==> config.mk <==
export PLATFORM = sky130hd
export DESIGN_NAME = divider
export DESIGN_NICKNAME = d
export VERILOG_FILES = /design/src/rtl/arith_pkg.sv /design/src/rtl/div_step.sv /design/src/rtl/divider.sv
export SDC_FILE = /design/constraint.sdc
export NUM_CORES = 1
export LEC_CHECK = 0
export ABC_AREA = 1
export CAP_MARGIN = 0
export CORE_MARGIN = 1.5
export CORE_UTILIZATION = 30
export CTS_BUF_LIST = sky130_fd_sc_hd__clkbuf_2 sky130_fd_sc_hd__clkbuf_4 sky130_fd_sc_hd__clkbuf_8
export CTS_CLUSTER_DIAMETER = 200
export DETAILED_ROUTE_END_ITERATION = 10
export DONT_BUFFER_PORTS = 1
export SKIP_CTS_REPAIR_TIMING = 1
export SLEW_MARGIN = 20
export SYNTH_ARGS = -nofsm -noshare
export SYNTH_HDL_FRONTEND = slang
export SYNTH_SLANG_ARGS = --single-unit
==> constraint.sdc <==
create_clock -name inp_clk -period 2.55 [get_ports inp_clk]
set_input_delay 0.3825 -clock inp_clk [delete_from_list [all_inputs] [get_ports inp_clk]]
set_output_delay 0.3825 -clock inp_clk [all_outputs]
set_load 0.02 [all_outputs]
==> src/rtl/arith_pkg.sv <==
// Shared arithmetic definitions for the sequential signed divider:
// widths, FSM encoding, constants and two's-complement helpers.
package arith_pkg;

  localparam int DIVIDEND_W = 32;
  localparam int DIVISOR_W  = 16;
  localparam int CNT_W      = 6;

  // One restoring step per dividend bit.
  localparam logic [CNT_W-1:0] ITER_CNT = 6'd32;

  // Quotient reported for a zero divisor.
  localparam logic [DIVISOR_W-1:0] DIV_ZERO_Q = 16'hFFFF;

  typedef enum logic [1:0] {
    ST_IDLE = 2'd0,
    ST_RUN  = 2'd1,
    ST_FIX  = 2'd2,
    ST_DONE = 2'd3
  } div_state_t;

  function automatic logic [DIVIDEND_W-1:0] neg32(input logic [DIVIDEND_W-1:0] v);
    return ~v + 32'd1;
  endfunction

  // |v| as an unsigned 32-bit value; the most negative dividend maps to 2^31.
  function automatic logic [DIVIDEND_W-1:0] abs32(input logic [DIVIDEND_W-1:0] v);
    return v[DIVIDEND_W-1] ? neg32(v) : v;
  endfunction

  function automatic logic [DIVISOR_W-1:0] neg16(input logic [DIVISOR_W-1:0] v);
    return ~v + 16'd1;
  endfunction

  // |v| zero-extended by one bit so that |-32768| = 32768 is representable.
  function automatic logic [DIVISOR_W:0] abs16_ext(input logic [DIVISOR_W-1:0] v);
    return {1'b0, (v[DIVISOR_W-1] ? neg16(v) : v)};
  endfunction

endpackage

==> src/rtl/div_step.sv <==
// One combinational restoring-division step: shift the next dividend bit
// into the partial remainder and subtract the divisor if it fits.
module div_step
  import arith_pkg::*;
(
  input  logic [DIVISOR_W-1:0] rem_in,
  input  logic                 bit_in,
  input  logic [DIVISOR_W:0]   dmag,
  output logic [DIVISOR_W-1:0] rem_out,
  output logic                 q_bit
);

  // Two guard bits: one for the shifted-in bit, one for the borrow.
  logic [DIVISOR_W+1:0] shifted;
  logic [DIVISOR_W+1:0] trial;
  logic                 unused_trial_bit;

  assign shifted = {1'b0, rem_in, bit_in};
  assign trial   = shifted - {1'b0, dmag};

  // Borrow clear means the divisor fits; the result is then below dmag
  // (at most 32767), so the low 16 bits hold it exactly.
  assign q_bit            = ~trial[DIVISOR_W+1];
  assign rem_out          = q_bit ? trial[DIVISOR_W-1:0] : shifted[DIVISOR_W-1:0];
  assign unused_trial_bit = trial[DIVISOR_W];

endmodule

==> src/rtl/divider.sv <==
// Sequential signed divider, 32-bit dividend by 16-bit divisor, one
// restoring step per clock on magnitudes with a final sign fix-up.
//
// state   | meaning
// --------+-----------------------------------------------------------
// ST_IDLE | after reset, waiting for inp_start
// ST_RUN  | 32 restoring steps on |dividend| / |divisor|
// ST_FIX  | apply signs, compute overflow, publish results
// ST_DONE | results held, out_done high, new request accepted
module divider
  import arith_pkg::*;
(
  input  logic                  inp_clk,
  input  logic                  inp_rst_n,
  input  logic                  inp_start,
  input  logic [DIVIDEND_W-1:0] inp_dividend,
  input  logic [DIVISOR_W-1:0]  inp_divisor,
  output logic                  out_busy,
  output logic                  out_done,
  output logic [DIVISOR_W-1:0]  out_quotient,
  output logic [DIVISOR_W-1:0]  out_remainder,
  output logic                  out_div_zero,
  output logic                  out_overflow
);

  div_state_t            state;
  logic [CNT_W-1:0]      cnt;
  // Holds |dividend| at accept; quotient bits shift in from the bottom
  // while dividend bits leave from the top.
  logic [DIVIDEND_W-1:0] dvd_q;
  logic [DIVISOR_W-1:0]  prem;
  logic [DIVISOR_W:0]    dmag;
  logic                  sign_q;
  logic                  sign_r;

  logic [DIVISOR_W-1:0]  step_rem;
  logic                  step_qbit;
  logic [DIVIDEND_W-1:0] q_signed;
  logic [DIVISOR_W-1:0]  r_signed;

  div_step u_step (
    .rem_in  (prem),
    .bit_in  (dvd_q[DIVIDEND_W-1]),
    .dmag    (dmag),
    .rem_out (step_rem),
    .q_bit   (step_qbit)
  );

  // Signed results from the magnitudes, consumed in ST_FIX.
  always_comb begin
    q_signed = sign_q ? neg32(dvd_q) : dvd_q;
    r_signed = sign_r ? neg16(prem) : prem;
  end

  // Control FSM and datapath registers with registered outputs.
  always_ff @(posedge inp_clk or negedge inp_rst_n) begin
    if (!inp_rst_n) begin
      state         <= ST_IDLE;
      cnt           <= '0;
      dvd_q         <= '0;
      prem          <= '0;
      dmag          <= '0;
      sign_q        <= 1'b0;
      sign_r        <= 1'b0;
      out_busy      <= 1'b0;
      out_done      <= 1'b0;
      out_quotient  <= '0;
      out_remainder <= '0;
      out_div_zero  <= 1'b0;
      out_overflow  <= 1'b0;
    end else begin
      case (state)
        ST_IDLE, ST_DONE: begin
          if (inp_start) begin
            sign_q       <= inp_dividend[DIVIDEND_W-1] ^ inp_divisor[DIVISOR_W-1];
            sign_r       <= inp_dividend[DIVIDEND_W-1];
            dvd_q        <= abs32(inp_dividend);
            dmag         <= abs16_ext(inp_divisor);
            prem         <= '0;
            cnt          <= ITER_CNT;
            out_done     <= 1'b0;
            out_div_zero <= 1'b0;
            out_overflow <= 1'b0;
            if (inp_divisor == '0) begin
              // Zero divisor: results are fixed; out_done rises on the
              // following edge from ST_DONE.
              state         <= ST_DONE;
              out_quotient  <= DIV_ZERO_Q;
              out_remainder <= inp_dividend[DIVISOR_W-1:0];
              out_div_zero  <= 1'b1;
            end else begin
              state    <= ST_RUN;
              out_busy <= 1'b1;
            end
          end else if (state == ST_DONE) begin
            out_done <= 1'b1;
          end
        end
        ST_RUN: begin
          prem  <= step_rem;
          dvd_q <= {dvd_q[DIVIDEND_W-2:0], step_qbit};
          cnt   <= cnt - 6'd1;
          if (cnt == 6'd1) begin
            state <= ST_FIX;
          end
        end
        ST_FIX: begin
          out_quotient  <= q_signed[DIVISOR_W-1:0];
          out_remainder <= r_signed;
          // Fits in 16 bits only if bits [31:15] are a pure sign extension.
          out_overflow  <= ~((&q_signed[DIVIDEND_W-1:DIVISOR_W-1]) |
                             ~(|q_signed[DIVIDEND_W-1:DIVISOR_W-1]));
          out_done      <= 1'b1;
          out_busy      <= 1'b0;
          state         <= ST_DONE;
        end
        default: begin
          state <= ST_IDLE;
        end
      endcase
    end
  end

endmodule
==> run metrics, run 1 <==
Post-Route M1 WL between 10,000 and 15,000 um; failing checks design-rule violations, negative hold slack; CP max FO 5; #FFs+latches synth 110; Netlist cell types 44; Starting Density slightly above 30%; CP cell instances inv_1 -> ha_1 -> nand3_1 -> nand2_1 -> nand2_1 -> nor2_1 -> nand2_1 -> xor2_1 -> nand2_1 -> nor2_1 -> nand3_1 -> nand3_1 -> nand2_1; Hold Crit Class input port to asynchronous set/reset pin; drc violations 12; Rel. slew slack a little under three fifths; syn nets approximately 1,300; placed cell areas about 8500 um^2; Min Hold Slack -0.333 ns; CP startpoint kind flip-flop; vias in the first global route roughly 7,200; vias around 7,700; Finished Cell Area 8710 um^2; Antenna Cells 0; Setup violations, final 0; Mapped Avg Cell Area 6.76 um^2; CP top delay family simple AND/OR/NAND/NOR gates; Overall Power 12.5 mW; Fmax 0.422 GHz; first-pass GRT wire length 39,200 um; drt wl/cell 16.0 um; status complete, but fails checks; Final Cycle Share between 90 and 100%; Gate Count Post-Synth approximately 1,200; adder-cell share of the synthesized area 4.30%; area leader, netlist dfrtp_1; DIE AREA around 28,000 um^2; total negative setup slack 0 ns; Yosys Warn Count 0; VDD IR-drop max between 0.5 and 0.6 mV; CP Capture Type flip-flop; Chip Height 167 um; Setup CP Type flip-flop to flip-flop; Synth Area in Compound Gates between 10% and 20%; number of max-cap violations 0; Placer Congestion a little over 0.9; Seq/Total Area, Yosys between 30% and 40%; worst flop-to-flop path startpoint dvd_q[1]; H-tree Lvls 3; vias per inst ~5.0; Worst Setup EP out_overflow; TritonCTS clock tree yes; metal2 WL around 10,000 um; Tmin final roughly 2.4 ns; largest net degree at the start of global routing ~110; clock skew approximately 0.011 ns; Layout area overhead 8.37%; Leak slightly above 4 nW; R2R depth 13; cell count along the critical path 13; Clock Root Buffer clkbuf_8; DIE WIDTH about 170 um; clk_lat worst skew 0.40 ns; Max Slew Vio Count 0; Yosys top cell area share between 30% and 40%; Post-synth top flop dfrtp_1; total gr overflow 0; slowest cell on the critical path dfrtp_1; CP Launch Point dvd_q[1]; DR WL met3 ~2200 um; number of synthesized flops with an enable pin 0; Synth Area in XOR/XNOR 5.23%; antenna violations before repair 0; Hold Vio Cnt, Final 110; Routed Antenna Nets 0; ys async rst share 100%; mux contribution to synthesized area 0%; Rows 59; Pwr Density approximately 1400 nW/um^2; Clock Sinks 110; Initial DRT Pass Iterations 8; Boundary Pins slightly below 90; Max stage delay on crit path 0.40 ns; Worst Path Buf+Inv 1; final core utilization around 33%; Post-Synth Simple-Gate Area between 20% and 30%; RSZ-0062 raised after global routing no; main combinational cell family by area after synthesis simple AND/OR/NAND/NOR gates; total CTS buffers 9; Final nets between 1,000 and 1,500; hpwl dp around 19,000 um; WP data required around 2.8 ns; WP data arrival between 2 and 3 ns; Bufs on Longest Clock Path 2; Reg clk slew, reported paths 0.11 ns; R2R Setup Slk roughly 0.18 ns; top layer in use met4; fill count 2,851; Post-Route WL between 20,000 and 25,000 um; input/output buffers 0; Initial DRC Count 700; share of layout cells above drive strength 1 under 10%; synth top area cells dfrtp_1 (34%), nand2_1 (14%), o21ai_0 (8.4%); Slew @ Worst Pin 0.634 ns; Worst path most repeated cell nand2_1; RR Endpoint out_overflow; core footprint between 20,000 and 30,000 um^2; Post-Syn Area roughly 8000 um^2; Total GRT Usage 17.6%
[cells in the final DEF (no fill, tap or decap), types with 3 or more instances in the layout]
cell,Yosys,routed
o22ai_1,6,6
ha_1,26,26
clkbuf_8,0,10
or2_2,6,6
buf_4,0,25
o21ai_1,4,3
nor2_2,6,7
a21oi_1,76,75
xor2_1,38,38
nor2_1,145,144
and2_1,3,3
o31ai_1,6,6
o211ai_1,22,22
nor3_1,11,11
o21bai_1,4,4
a31oi_1,8,8
nand3_1,67,66
dfrtp_1,110,110
inv_1,126,126
xnor2_1,10,10
nand4_1,9,9
o21ai_0,135,135
o221ai_1,5,5
nand2_1,306,305
[routing by layer]
metal  vias to the layer above  global-route usage [%]
li1                       3906                       -
met4                         0                    3.95
met5                         -                       0
met1                      3537                    25.2
met3                        11                    4.94
met2                       238                    26.2
[layout make-up]
type | count | area, um^2 | share of cell area [%]
repair buffers | 26 | 208 | 2.38
multi-input cells | 913 | 4640 | 53.3
inverters | 128 | 480 | 5.51
clock buffers | 10 | 138 | 1.58
well taps | 335 | 419 | 4.81
flip-flops and latches | 110 | 2750 | 31.6
clock inverters | 6 | 70.1 | 0.804
[power by group]
part / internal [mW] / total (mW) / switching [mW]
Combinational: 2.67 / 7.65 / 4.99
Clock: 0.489 / 1.15 / 0.661
Sequential: 2.59 / 3.71 / 1.12
[per-stage QoR]
stage               hold WS (ns)  cells  worst slack (ns)
floorplan                 0.0869   1190             0.509
global placement          0.0914   1512             0.173
detailed placement        0.0910   1512             0.191
CTS                       -0.354   1528             0.165
global route              -0.359   1528            0.0138
finish                    -0.333   1528             0.183
[worst min path at each step]
stage	start	end	cells after the start
4_1_cts	inp_rst_n	out_quotient[10]	0
2_1_floorplan	inp_rst_n	cnt[0]	0
3_3_place_gp	inp_rst_n	out_quotient[10]	0
6_report	inp_rst_n	out_quotient[4]	0
5_1_grt	inp_rst_n	dvd_q[5]	0
3_5_place_dp	inp_rst_n	out_quotient[10]	0
[sequential cells by signal, summed over array words and instances, names as in the netlist]
| signal | count |
|---|---|
| dmag | 16 |
| out_busy | 1 |
| out_done | 1 |
| out_div_zero | 1 |
| out_quotient | 16 |
| sign_q | 1 |
| prem | 16 |
| out_remainder | 16 |
| out_overflow | 1 |
| dvd_q | 32 |
| cnt | 6 |
| sign_r | 1 |
| state | 2 |
[cells in the mapped netlist (2+ instances only)]
cell type and instances:
a21o_1 2, a21oi_1 76, a31oi_1 8, and2_1 3, buf_2 8, buf_6 4
clkbuf_1 26, dfrtp_1 110, ha_1 26, inv_1 126, nand2_1 306, nand3_1 67
nand3b_1 2, nand4_1 9, nor2_1 145, nor2_2 6, nor3_1 11, nor4_1 2
o211ai_1 22, o21a_1 2, o21ai_0 135, o21ai_1 4, o21bai_1 4, o221ai_1 5
o22ai_1 6, o31ai_1 6, or2_2 6, xnor2_1 10, xor2_1 38
[kinds of logic after synthesis]
| logic type | count (synthesis) |
|---|---|
| flip-flops | 110 |
| AO/OA/AOI/OAI | 276 |
| buffers and inverters | 167 |
| AND/OR/NAND/NOR | 562 |
| adder cells (fa/ha/maj) | 27 |
| XOR/XNOR | 48 |
(Power assumes the default switching activity.)
==> run 2, diff against run 1 <==
--- a/config.mk
+++ b/config.mk
@@ -13,6 +13,7 @@
 export CTS_CLUSTER_DIAMETER = 200
 export DETAILED_ROUTE_END_ITERATION = 10
 export DONT_BUFFER_PORTS = 1
+export GPL_TIMING_DRIVEN = 0
 export SKIP_CTS_REPAIR_TIMING = 1
 export SLEW_MARGIN = 20
 export SYNTH_ARGS = -nofsm -noshare
==> run metrics, run 2 (synthesized netlist as in run 1, its figures left out) <==
Clock Sinks 110 (unchanged); Final WS setup 0.212 ns (+0.0294 ns); CP Capture Type flip-flop; vias per inst 5.08 (+0.82%); Antenna Cells 0 (unchanged); CP cell instances ha_1 -> nand2_1 -> nor3_1 -> and2_1 -> nand4_1 -> nand3_1 -> buf_2 -> a21oi_1 -> o21ai_0 -> o21ai_0; drc violations 12 (unchanged); Hold Crit Class input port to asynchronous set/reset pin; Max stage delay on crit path 0.50 ns (+0.10 ns); Setup violations, final 0 (unchanged); first-pass GRT wire length 40,400 um (+3.2%); number of max-cap violations 0 (unchanged); combinational power share 61.7% (+0.5 points); Most flops, register dvd_q; CP Launch Point prem[12]; WP data required 2.82 ns (-0.02 ns); Fmax 0.428 GHz (+1.3%); total CTS buffers 9 (unchanged); Bufs on Longest Clock Path 2 (unchanged); internal power 5.64 mW (-1.9%); drt wl/cell 16.3 um (+2.2%); Starting Density 30.7% (unchanged); core footprint 26,200 um^2 (unchanged); R2R depth 10 (-3); Hold Vio Cnt, Final 110 (unchanged); vias in the first global route 7,216 (-0.32%); Reg clk slew, reported paths 0.12 ns (about the same); Initial DRT Pass Iterations 8 (unchanged); Setup CP Type flip-flop to flip-flop; vias 7,821 (+1.7%); H-tree Lvls 3 (unchanged); worst flop-to-flop path startpoint prem[12]; Routed Antenna Nets 0 (unchanged); Tmin final 2.34 ns (-0.0294 ns); RR Endpoint prem[0]; DIE AREA 27,800 um^2 (unchanged); Rows 59 (unchanged); post-route insts no fill 1,541 (+0.85%); Max Slew Vio Count 0 (unchanged); input/output buffers 0 (unchanged); Chip Height 167 um (unchanged); Worst path most repeated cell o21ai_0; Final Cycle Share 91.7% (-1.2 points); Pwr Density 1440 nW/um^2 (+0.58%); largest net degree at the start of global routing 111 (unchanged); clk_lat worst skew 0.40 ns (about the same); dpl cells 1,525 (+0.86%); Placer Congestion 0.910 (-0.16%); Final nets 1,279 (+1.0%); hpwl dp 20,300 um (+5.9%); status complete, but fails checks; Clock Root Buffer clkbuf_8; clock skew 0.0109 ns (-0.000456 ns); most common cell after layout, fill and taps aside nand2_1; share of layout cells above drive strength 1 5.14% (-0.39 points); Layout area overhead 8.22%; failing checks design-rule violations, negative hold slack; total gr overflow 0 (unchanged); register share of total power 29.5% (about the same); Rel. slew slack 59.0% (+1.7 points); Largest register FFs 32 (unchanged); WP data arrival 2.61 ns (-0.05 ns); TritonCTS clock tree yes; CP max FO 10 (+5); Slew @ Worst Pin 0.616 ns (-0.0181 ns); pre-CTS setup slack -0.0510 ns (-0.242 ns); CP startpoint kind flip-flop; P_sw 6.93 mW (+2.4%); sw frac 55.1% (+1.0 points); antenna violations before repair 0 (unchanged); Worst Setup EP prem[0]; clock network power share 8.8% (-0.4 points); DIE WIDTH 167 um (unchanged); RSZ-0062 raised after global routing no; Boundary Pins 87 (unchanged); Finished Cell Area 8700 um^2 (-0.14%); Leak 4.10 nW (-0.61%); Total GRT Usage 18.5% (+0.82 points); Initial DRC Count 600 (-14%); VDD IR-drop max 0.431 mV (-16%); Post-Route WL 25,200 um (+3.1%); R2R Setup Slk 0.21 ns (+0.03 ns); most frequent cells in the layout nand2_1 (303), nor2_1 (141), o21ai_0 (134), inv_1 (125), dfrtp_1 (110); placed cell areas 8460 um^2 (-0.38%); Min Hold Slack -0.340 ns (-0.00690 ns); total negative setup slack 0 ns (unchanged); slowest cell on the critical path dfrtp_1
## run 2: cell count changes in the layout (fill, tap and decap cells not counted), moves of 3 or more
cell	delta
buf_2	+7
buf_4	-25
buf_6	+4
clkbuf_1	+23
clkbuf_2	+3
nor2_1	-3
## run 2: final cells by class
| cell class | count | area, um^2 |
|---|---|---|
| Fill cell | 2842 | 17500 |
| Tap cell | 335 | 419 |
| Inverter | 128 | 480 |
| Buffer | 39 | 193 |
| Clock inverter | 4 | 36.3 |
| Sequential cell | 110 | 2750 |
| Multi-Input combinational cell | 913 | 4660 |
| Clock buffer | 12 | 159 |
## run 2: power groups by stage
| stage | sequential [mW] | clock (mW) | combinational [mW] |
|---|---|---|---|
| floorplan | 3.44 | 0 | 5.78 |
| global placement | 3.73 | 0 | 7.53 |
| detailed placement | 3.74 | 0 | 7.57 |
| CTS | 3.70 | 1.13 | 7.61 |
| global route | 3.82 | 1.19 | 8.86 |
| finish | 3.71 | 1.11 | 7.75 |
## run 2: through the flow
stage / hold WS, ns / total power [mW] / util, %
after floorplan: 0.0869 / 9.22 / -
after global placement: 0.0917 / 11.3 / 32.3
after detailed placement: 0.0893 / 11.3 / 32.3
after CTS: -0.363 / 12.5 / 33.0
after global routing: -0.370 / 13.9 / 33.2
final: -0.340 / 12.6 / 33.2
## run 2: worst max-delay path: cells and delay by family, from the launching register on
kind	cells	cell delay [ns]
AND/OR/NAND/NOR	5	0.70
flip-flops	1	0.50
adder cells (fa/ha/maj)	1	0.43
AO/OA/AOI/OAI	3	0.35
buffers and inverters	1	0.22
## run 2: routing by layer
layer,vias up,wire [um],share of wire (%),GRT usage (%)
li1,3936,-,-,-
met1,3600,12000,48,26.2
met2,263,10200,41,26.6
met3,22,2430,9.7,6.35
met4,0,429,1.7,4.58
met5,-,0,0,0
## run 2: how the worst min path moves through the flow
stage                        to  depth (start not counted)  slack (ns)
2_1_floorplan            cnt[0]                          0        0.09
3_3_place_gp   out_quotient[10]                          0        0.09
3_5_place_dp    out_quotient[8]                          0        0.09
4_1_cts         out_quotient[6]                          0       -0.36
5_1_grt         out_quotient[6]                          0       -0.37
6_report        out_quotient[6]                          0       -0.34
==> run 3, diff against run 2 <==
--- a/config.mk
+++ b/config.mk
@@ -5,7 +5,6 @@
 export SDC_FILE = /design/constraint.sdc
 export NUM_CORES = 1
 export LEC_CHECK = 0
-export ABC_AREA = 1
 export CAP_MARGIN = 0
 export CORE_MARGIN = 1.5
 export CORE_UTILIZATION = 30
==> run metrics, run 3 <==
Pwr Density 1350 nW/um^2 (-6.5%); first-pass GRT wire length 37,800 um (-6.5%); Post-Route WL 24,800 um (-1.4%); clock skew 0.0113 ns (+0.000365 ns); Starting Density 30.8% (+0.17 points); drt wl/cell 18.6 um (+14%); Rel. slew slack 46.4% (-13 points); Boundary Pins 87 (unchanged); Clock Root Buffer clkbuf_8; Final WS setup -0.310 ns (-0.522 ns); share of layout cells above drive strength 1 14.1% (+9.0 points); most numerous cell in the Yosys netlist nand2_1; clk_lat worst skew 0.40 ns (about the same); Layout area overhead 16.0%; TritonCTS clock tree yes; Rows 58 (-1.7%); Gate Count Post-Synth 955 (-20%); total CTS buffers 9 (unchanged); vias in the first global route 6,674 (-7.5%); CP Capture Type flip-flop; Post-synth top flop dfrtp_1; Yosys top cell area share 35.1% (+0.89 points); number of max-cap violations 0 (unchanged); synth top area cells dfrtp_1 (35%), o21ai_0 (7.2%), nand2_1 (6.5%); DIE AREA 27,100 um^2 (-2.5%); Seq/Total Area, Yosys 35.1% (+0.89 points); failing checks negative hold slack, negative setup slack; RSZ-0062 raised after global routing yes; Setup CP Type flip-flop to flip-flop; Final nets 1,078 (-16%); Mapped Avg Cell Area 8.20 um^2 (+21%); Placer Congestion 0.905 (-0.60%); WP data arrival 3.14 ns (+0.53 ns); syn nets 1,033 (-19%); core footprint 25,400 um^2 (-3.1%); H-tree Lvls 3 (unchanged); Hold Crit Class input port to asynchronous set/reset pin; Slew @ Worst Pin 0.804 ns (+0.188 ns); ys async rst share 100% (unchanged); Post-Syn Area 7840 um^2 (-2.5%); fill count 2,629 (-7.5%); Max Slew Vio Count 0 (unchanged); drc violations 0 (-12); placed cell areas 8330 um^2 (-1.5%); Min Hold Slack -0.342 ns (-0.00178 ns); Largest register FFs 32 (unchanged); top post-synthesis cells by count nand2_1 (136), o21ai_0 (112), dfrtp_1 (110); Hold Vio Cnt, Final 110 (unchanged); #FFs+latches synth 110 (unchanged); DIE WIDTH 165 um (-1.3%); input/output buffers 0 (unchanged); Routed Antenna Nets 0 (unchanged); VDD IR-drop max 0.565 mV (+31%); CP startpoint kind flip-flop; Bufs on Longest Clock Path 2 (unchanged); Netlist cell types 72 (+64%); Total GRT Usage 18.1% (-0.37 points); Final Cycle Share 112% (+20 points); status complete, but fails checks; Fmax 0.350 GHz (-18%); vias 7,211 (-7.8%); total gr overflow 0 (unchanged); WP data required 2.83 ns (about the same); hpwl dp 18,600 um (-8.4%); Initial DRT Pass Iterations 5 (-3); number of synthesized flops with an enable pin 0 (unchanged); antenna violations before repair 1 (+1); Chip Height 165 um (-1.3%); most common cell after layout, fill and taps aside nand2_1; largest net degree at the start of global routing 111 (unchanged); Overall Power 12.3 mW (-2.3%); Yosys Warn Count 0 (unchanged); Clock Sinks 110 (unchanged); Most flops, register dvd_q; vias per inst 5.40 (+6.3%); Finished Cell Area 9090 um^2 (+4.5%); most frequent cells in the layout nand2_1 (135), o21ai_0 (107), dfrtp_1 (102), nor2_1 (71), a21oi_1 (61); CP max FO 5 (-5); Tmin final 2.86 ns (+0.522 ns); Setup violations, final 17 (+17); Leak 3.68 nW (-10%); area leader, netlist dfrtp_1; Initial DRC Count 550 (-8.3%); Reg clk slew, reported paths 0.11 ns (about the same)
-- run 3: changes by cell type after synthesis, sizes merged, moves of 13 or more --
cell,previous run,this run
xnor2,10,35
or4,0,16
nor2,153,72
mux2i,0,19
a21oi,76,63
o211ai,22,9
nand3,67,14
inv,127,39
nand2,307,136
xor2,38,55
o31ai,6,23
o21ai,140,113
clkbuf,26,42
-- run 3: cells by family (layout without fill, tap and decap cells) --
| group | after synthesis | after routing | share of synthesized area (%) |
|---|---|---|---|
| other cells | 0 | 1 | 0 |
| mux | 20 | 20 | 2.57 |
| flops | 110 | 110 | 35.1 |
| buf+inv | 96 | 146 | 4.71 |
| simple gates | 331 | 331 | 20.6 |
| fa+ha+maj | 27 | 27 | 4.41 |
| compound gates | 281 | 281 | 22.5 |
| xor+xnor | 90 | 90 | 10.1 |
-- run 3: area by class of cell --
type                    count  area, um^2  share of cell area [%]
multi-input cells         749        5040                    55.4
flip-flops and latches    110        2760                    30.4
well taps                 330         413                    4.54
repair buffers             36         307                    3.37
plain buffers              55         243                    2.67
inverters                  39         146                    1.61
clock buffers              11         145                    1.60
clock inverters             5        32.5                   0.358
diodes                      1        2.50                  0.0275
-- run 3: final timing paths --
path,from,end,slack [ns],cells past startpoint
max,dvd_q[1],out_overflow,-0.31,11
min,inp_rst_n,dmag[10],-0.34,0
max reg2reg,dvd_q[1],out_overflow,-0.31,11
min reg2reg,dmag[9],dmag[9],0.49,2
max in group asynchronous,inp_rst_n,dvd_q[18],2.70,0
min in group inp_clk,inp_divisor[0],dmag[0],0.15,2
-- run 3: critical path, cell delays in order, from the launching register on --
cell	delay, ns
dfrtp_1	0.44
inv_2	0.10
ha_4	0.12
nor4b_4	0.31
nand4_1	0.25
buf_4	0.20
or4_1	0.39
a21oi_1	0.24
o2111ai_2	0.15
nor4b_2	0.21
and4_1	0.25
a211oi_2	0.07
-- run 3: layer usage --
layer	up-vias	track usage (%)	wire, um
li1	3495	-	-
met1	3424	24.7	10900
met2	262	27.7	10900
met3	30	4.95	2470
met4	0	5.49	495
met5	-	0	0
-- run 3: stage by stage --
step	setup slack, ns	hold slack (ns)	setup TNS (ns)	util (%)	instances
after floorplan	-0.139	0.0869	-0.858	-	955
after global routing	-0.493	-0.363	-3.65	35.8	1335
after global placement	-0.731	0.0926	-27.98	32.8	1285
after CTS	-0.665	-0.354	-16.88	33.5	1301
final	-0.310	-0.342	-1.96	35.8	1336
after detailed placement	-0.759	0.0925	-29.18	32.8	1285
-- run 3: power breakdown --
group          leakage (nW)  total (mW)  internal, mW  switching, mW
clock network        0.0969        1.05         0.395          0.655
registers              1.33        3.69          2.53           1.16
logic                  2.25        7.54          3.17           4.37
total                  3.68        12.3          6.09           6.18
